===== src/rtl/bsg_link_pkg.sv =====
// rtl/bsg_link_pkg.sv - widths and types shared by both directions of the BSG off-chip link
package bsg_link_pkg;

  localparam int CHANNEL_W  = 8;
  localparam int NUM_CH     = 2;
  localparam int CORE_W     = 64;
  localparam int BEAT_W     = NUM_CH * CHANNEL_W;
  localparam int BEATS      = CORE_W / BEAT_W;
  localparam int BEAT_CNT_W = (BEATS > 1) ? $clog2(BEATS) : 1;
  localparam int WORD_CNT_W = 8;

  typedef struct packed {
    logic [CHANNEL_W-1:0] ch1;
    logic [CHANNEL_W-1:0] ch0;
  } beat_t;

  typedef logic [CORE_W-1:0] core_word_t;

  typedef enum logic {
    ST_ASSEMBLE = 1'b0,
    ST_STALL    = 1'b1
  } rx_state_e;

endpackage


===== src/rtl/bsg_downstream_deserializer_if.sv =====
// rtl/bsg_downstream_deserializer_if.sv - link-side beat handshake and core-side word handshake
interface bsg_downstream_deserializer_if;
  import bsg_link_pkg::*;

  logic                  io_valid_in;
  logic [CHANNEL_W-1:0]  io_data_in_ch0;
  logic [CHANNEL_W-1:0]  io_data_in_ch1;
  logic                  io_ready_out;
  core_word_t            core_data_out;
  logic                  core_valid_out;
  logic                  core_yumi_in;
  logic [WORD_CNT_W-1:0] rx_word_cnt;

  modport master (
    output io_valid_in, io_data_in_ch0, io_data_in_ch1, core_yumi_in,
    input  io_ready_out, core_data_out, core_valid_out, rx_word_cnt
  );

  modport slave (
    input  io_valid_in, io_data_in_ch0, io_data_in_ch1, core_yumi_in,
    output io_ready_out, core_data_out, core_valid_out, rx_word_cnt
  );

endinterface


===== src/rtl/bsg_link_fifo.sv =====
// rtl/bsg_link_fifo.sv - small word FIFO using ptr+1-bit wrap detection; head read combinationally
module bsg_link_fifo #(
  parameter int WIDTH = 64,
  parameter int DEPTH = 2
) (
  input  logic             clk,
  input  logic             rst_n,
  input  logic             i_push,
  input  logic [WIDTH-1:0] i_data,
  input  logic             i_pop,
  output logic [WIDTH-1:0] o_data,
  output logic             o_full,
  output logic             o_empty
);

  localparam int AW = (DEPTH > 1) ? $clog2(DEPTH) : 1;

  logic [AW:0]      r_wptr;
  logic [AW:0]      r_rptr;
  logic [WIDTH-1:0] r_mem [DEPTH];

  // Storage is reset so the head never shows X, even while empty.
  always_ff @(posedge clk or negedge rst_n) begin
    if (!rst_n) begin
      r_wptr <= '0;
      r_rptr <= '0;
      for (int i = 0; i < DEPTH; i++) begin
        r_mem[i] <= '0;
      end
    end else begin
      if (i_push && !o_full) begin
        r_mem[r_wptr[AW-1:0]] <= i_data;
        r_wptr                <= r_wptr + 1'b1;
      end
      if (i_pop && !o_empty) begin
        r_rptr <= r_rptr + 1'b1;
      end
    end
  end

  assign o_empty = (r_wptr == r_rptr);
  assign o_full  = (r_wptr[AW] != r_rptr[AW]) && (r_wptr[AW-1:0] == r_rptr[AW-1:0]);
  assign o_data  = r_mem[r_rptr[AW-1:0]];

endmodule


===== src/rtl/bsg_downstream_deserializer.sv =====
// rtl/bsg_downstream_deserializer.sv - reassembles 16-bit link beats into 64-bit core words
module bsg_downstream_deserializer
  import bsg_link_pkg::*;
#(
  parameter int FIFO_DEPTH = 2
) (
  input logic                         clk,
  input logic                         rst,
  bsg_downstream_deserializer_if.slave bus
);

  logic [BEAT_CNT_W-1:0] r_beat_cnt;
  core_word_t            r_asm;
  logic [WORD_CNT_W-1:0] r_word_cnt;

  beat_t      w_beat;
  core_word_t w_word;
  core_word_t w_fifo_data;
  rx_state_e  w_state;
  logic       w_last_beat;
  logic       w_transfer;
  logic       w_push;
  logic       w_pop;
  logic       w_fifo_full;
  logic       w_fifo_empty;

  assign w_beat.ch1 = bus.io_data_in_ch1;
  assign w_beat.ch0 = bus.io_data_in_ch0;

  assign w_last_beat = (r_beat_cnt == BEAT_CNT_W'(BEATS - 1));

  // Stall only when the final beat has nowhere to go; derived purely from registered state.
  assign w_state           = (w_last_beat && w_fifo_full) ? ST_STALL : ST_ASSEMBLE;
  assign bus.io_ready_out  = (w_state == ST_ASSEMBLE);

  assign w_transfer = bus.io_valid_in && bus.io_ready_out;
  assign w_push     = w_transfer && w_last_beat;
  assign w_pop      = bus.core_yumi_in && !w_fifo_empty;

  // The pushed word includes the final beat landing this same edge.
  always_comb begin
    w_word = r_asm;
    for (int k = 0; k < BEATS; k++) begin
      if (r_beat_cnt == BEAT_CNT_W'(k)) begin
        w_word[k*BEAT_W +: BEAT_W] = w_beat;
      end
    end
  end

  always_ff @(posedge clk or negedge rst) begin
    if (!rst) begin
      r_beat_cnt <= '0;
      r_asm      <= '0;
      r_word_cnt <= '0;
    end else begin
      if (w_transfer) begin
        r_asm      <= w_word;
        r_beat_cnt <= w_last_beat ? '0 : r_beat_cnt + 1'b1;
      end
      if (w_push && (r_word_cnt != '1)) begin
        r_word_cnt <= r_word_cnt + 1'b1;
      end
    end
  end

  bsg_link_fifo #(
    .WIDTH (CORE_W),
    .DEPTH (FIFO_DEPTH)
  ) u_fifo (
    .clk     (clk),
    .rst_n   (rst),
    .i_push  (w_push),
    .i_data  (w_word),
    .i_pop   (w_pop),
    .o_data  (w_fifo_data),
    .o_full  (w_fifo_full),
    .o_empty (w_fifo_empty)
  );

  assign bus.core_data_out  = w_fifo_data;
  assign bus.core_valid_out = !w_fifo_empty;
  assign bus.rx_word_cnt    = r_word_cnt;

  a_yumi_when_valid: assert property (@(posedge clk) disable iff (!rst)
    bus.core_yumi_in |-> bus.core_valid_out);

endmodule


===== src/flat_wrapper.sv =====
// flat-port wrapper written by rule: the top's interface ports become plain ports
module bsg_downstream_deserializer_flat import bsg_link_pkg::*;
#(
  parameter int FIFO_DEPTH = 2
)
  (clk, rst, bus_io_valid_in, bus_io_data_in_ch0, bus_io_data_in_ch1, bus_core_yumi_in, bus_io_ready_out, bus_core_data_out, bus_core_valid_out, bus_rx_word_cnt);
  bsg_downstream_deserializer_if bus_i ();
  input logic clk;
  input logic rst;
  input wire logic [$bits(bus_i.io_valid_in)-1:0] bus_io_valid_in;
  input wire logic [$bits(bus_i.io_data_in_ch0)-1:0] bus_io_data_in_ch0;
  input wire logic [$bits(bus_i.io_data_in_ch1)-1:0] bus_io_data_in_ch1;
  input wire logic [$bits(bus_i.core_yumi_in)-1:0] bus_core_yumi_in;
  output wire logic [$bits(bus_i.io_ready_out)-1:0] bus_io_ready_out;
  output wire logic [$bits(bus_i.core_data_out)-1:0] bus_core_data_out;
  output wire logic [$bits(bus_i.core_valid_out)-1:0] bus_core_valid_out;
  output wire logic [$bits(bus_i.rx_word_cnt)-1:0] bus_rx_word_cnt;
  assign bus_i.io_valid_in = bus_io_valid_in;
  assign bus_i.io_data_in_ch0 = bus_io_data_in_ch0;
  assign bus_i.io_data_in_ch1 = bus_io_data_in_ch1;
  assign bus_i.core_yumi_in = bus_core_yumi_in;
  assign bus_io_ready_out = bus_i.io_ready_out;
  assign bus_core_data_out = bus_i.core_data_out;
  assign bus_core_valid_out = bus_i.core_valid_out;
  assign bus_rx_word_cnt = bus_i.rx_word_cnt;
  bsg_downstream_deserializer #(.FIFO_DEPTH(FIFO_DEPTH)) u_core (.clk(clk), .rst(rst), .bus(bus_i));
endmodule

===== config.mk =====
export PLATFORM = sky130hd
export DESIGN_NAME = bsg_downstream_deserializer_flat
export DESIGN_NICKNAME = d
export VERILOG_FILES = /design/src/rtl/bsg_link_pkg.sv /design/src/rtl/bsg_downstream_deserializer_if.sv /design/src/rtl/bsg_link_fifo.sv /design/src/rtl/bsg_downstream_deserializer.sv /design/src/flat_wrapper.sv
export SDC_FILE = /design/constraint.sdc
export NUM_CORES = 1
export LEC_CHECK = 0
export ABC_AREA = 1
export CAP_MARGIN = 10
export CORE_UTILIZATION = 50
export DETAILED_ROUTE_END_ITERATION = 7
export PLACE_DENSITY = 0.71
export SKIP_LAST_GASP = 1
export SYNTH_ARGS = -nofsm -noshare
export SYNTH_HDL_FRONTEND = slang
export SYNTH_SLANG_ARGS = --single-unit

===== constraint.sdc =====
create_clock -name clk -period 1.67 [get_ports clk]
set_input_delay 0.334 -clock clk [delete_from_list [all_inputs] [get_ports clk]]
set_output_delay 0.334 -clock clk [all_outputs]
set_load 0.1 [all_outputs]

==> results.md <==
* Status: complete, but fails checks
* Failing checks: setup timing
* Crit-path max FO at 10
* CTS clock-pin slew for the worst setup and hold paths at roughly 0.060 ns
* Register area share after synthesis at between 50% and 60%
* Unrepaired setup endpoints after global routing: true
* Final ANT Viol Nets at 0
* Number of fill cells at 1377
* Synth Net Count at 1360
* Port Buf Inserts at between 90 and 100
* Slew Limit Fails at 0
* Compound-Gate Fraction of Synth Area at 0.157%
* CP endpoint kind: output pin
* First-pass GRT wire length at 42500 um
* Vias per cell at 5.36
* IO Pins at between 90 and 100
* Routed len/inst at 17.2 um
* Crit. Startpoint: u_core.u_fifo.r_rptr[0]
* Design Area, Final at ~0.013 mm^2
* Clock sinks at ~210
* Vias in the first global route at roughly 8600
* Share of cells above drive strength 1 at 18.1%
* CTS tree: yes
* Area of the die at around 0.020 mm^2
* Max-cap violation count at 0
* Residual DRC at 0
* Post-DP Area at 0.0121 mm^2
* Critical Path RT at 1.34 ns
* Initial antenna violation count at 0
* CP arrival at 1.71 ns
* Crit path launch type: flip-flop
* Hold Vio Cnt, Final at 0
* Synth unique cells at 22
* Minimum clock period at 2.04 ns
* Mux cell area share after synthesis at 0%
* RR Startpoint: u_core.u_fifo.r_rptr[0]
* HPWL after DPL at 15800 um
* Setup violations, final at around 140
* Clk root buf: clkbuf_16
* Synth Area in Adders at 0.654%
* Worst Max-Slew Pin Slew at approximately 0.5 ns
* Starting Density at around 51%
* Layout Skew at around 0.019 ns
* Clock latency on the worst-skew pair at 0.51 ns
* Worst setup margin at -0.372 ns
* DR iter-0 viols at 767
* Syn_area_per_cell at 7.17 um^2
* Synth Area in Simple Gates at about two fifths
* DIE WIDTH at 140 um
* Synth Area in XOR/XNOR at less than 1%
* Rows at 50
* Cell Area, Synth at 0.00957 mm^2
* Max Freq at 490 MHz
* Via count at 9089
* # nets final at 1473
* Largest family of logic cells by synthesized area: simple AND/OR/NAND/NOR gates
* GR Util All Layers at a little over a quarter
* Number of synthesis warnings at 0
* Mapped Cells at 1335
* Post-Route Setup TNS at -23.80 ns
* Num CTS Buffers at 22
* H-tree Lvls at 1
* Worst hold path type: input port to asynchronous set/reset pin
* Drt total wl at 29200 um
* Die Y at 140 um
* Grt total ovfl at 0
* Pre-antenna DRT Iters at 5
* Reg2Reg Depth at 9
* Register bit total from synthesis at ~200
* Post-Place Worst Slack at -0.0997 ns
* GP Congestion at 0.770
* Relative slew slack at about 67%
* Worst setup path category: flip-flop to output pin
* Inserted Diodes at 0
* Core ar. at 0.0187 mm^2
* Synth-to-Final Area Change at 40.4%
* Period utilization at 122%
* Bufs on Longest Clock Path at 3
* Largest net degree at the start of global routing at between 60 and 70
==> stage by stage <==
step / util (%) / hold slack [ns] / std cells
floorplan: - / 0.0384 / 1335
global placement: 64.8 / 0.287 / 1632
detailed placement: 64.8 / 0.289 / 1632
CTS: 69.1 / 0.332 / 1674
global route: 71.8 / 0.355 / 1697
finish: 71.8 / 0.324 / 1697
==> state kept, by name (all words and copies together), names as in the netlist <==
name                    count
u_core.bus.rx_word_cnt      8
u_core.r_asm               64
u_core.r_beat_cnt           2
u_core.u_fifo.r_mem       128
u_core.u_fifo.r_rptr        2
u_core.u_fifo.r_wptr        2
==> final cells by class <==
type                       instances  area [um^2]  area share, %
multi-input combinational       1045         4510           33.5
sequential                       206         5160           38.4
clock buffer                      33          693           5.16
inverter                          17         78.8          0.587
tap                              234          293           2.18
timing repair buffer             156         2660           19.8
clock inverter                     6         36.3          0.270
==> cell families (layout without fill, tap and decap cells) <==
kind of cell             after synthesis  after routing
XOR/XNOR                               4              4
AO/OA/AOI/OAI                          3              3
buffers and inverters                 84            212
adder cells (fa/ha/maj)                5              5
AND/OR/NAND/NOR                     1033           1033
flip-flops                           206            206
==> path summary, 6_finish.rpt <==
kind / to / slack (ns)
min in group clk: u_core.u_fifo.r_rptr[0] / 0.47
setup / recovery: bus_core_data_out[26] / -0.37
max in group asynchronous: u_core.u_fifo.r_mem[105] / 0.70
hold / removal: u_core.u_fifo.r_mem[107] / 0.32
setup reg to reg: u_core.u_fifo.r_mem[43] / -0.05
hold reg to reg: u_core.u_fifo.r_mem[41] / 0.48
==> synth_stat cells <==
library cell  instances  area, um^2
a21oi_1               1        5.00
buf_1                 6        22.5
buf_2                26         130
buf_4                 1        7.51
buf_6                 5        56.3
clkbuf_1             29         109
clkinv_1              1        3.75
dfrtp_1             206        5150
ha_1                  5        62.6
inv_1                14        52.6
inv_2                 2        7.51
nand2_1            1014        3810
nand2_2               1        6.26
nand3_1               4        20.0
nand3_2               1        10.0
nand3b_1              2        15.0
nand4_1               3        18.8
nor2_1                7        26.3
nor2_4                1        11.3
o21ai_0               2        10.0
xnor2_1               1        8.76
xor2_1                3        26.3
==> repair_timing <==
action                     CTS  global route
hold buffers                 1             0
gates cloned                 1            14
hold endpoints to repair    33             0
pin swaps                    0             4
setup endpoints to repair   73           219
resized for setup            8            27
buffers inserted             1             9
==> critical path, cell delays in order (launching register included) <==
cell,delay [ns]
dfrtp_2,0.48
inv_8,0.16
buf_12,0.16
nand2_1,0.12
nand2_4,0.10
buf_12,0.17
==> cells in the final DEF, fill, tap and decap left out, drive strengths merged <==
cell type      count
clkdlybuf4s50     18
dlygate4sd3        1
clkinvlp           3
xnor2              1
clkinv             6
o21ai              2
nand4              3
inv               14
nand3b             2
xor2               3
nor2               8
nand3              5
a21oi              1
clkbuf            46
dfrtp            206
ha                 5
nand2           1015
buf              124
==> metal layers <==
layer | track usage [%] | vias to the layer above | wire, um
met1 | 35.9 | 4360 | 12000
met2 | 45.4 | 424 | 13900
li1 | - | 4223 | -
met3 | 4.00 | 82 | 2120
met5 | 0 | - | 0
met4 | 9.43 | 0 | 1150
Power is not shown: default switching activity piles up to over one toggle a cycle in this logic, so the estimate is an artifact.
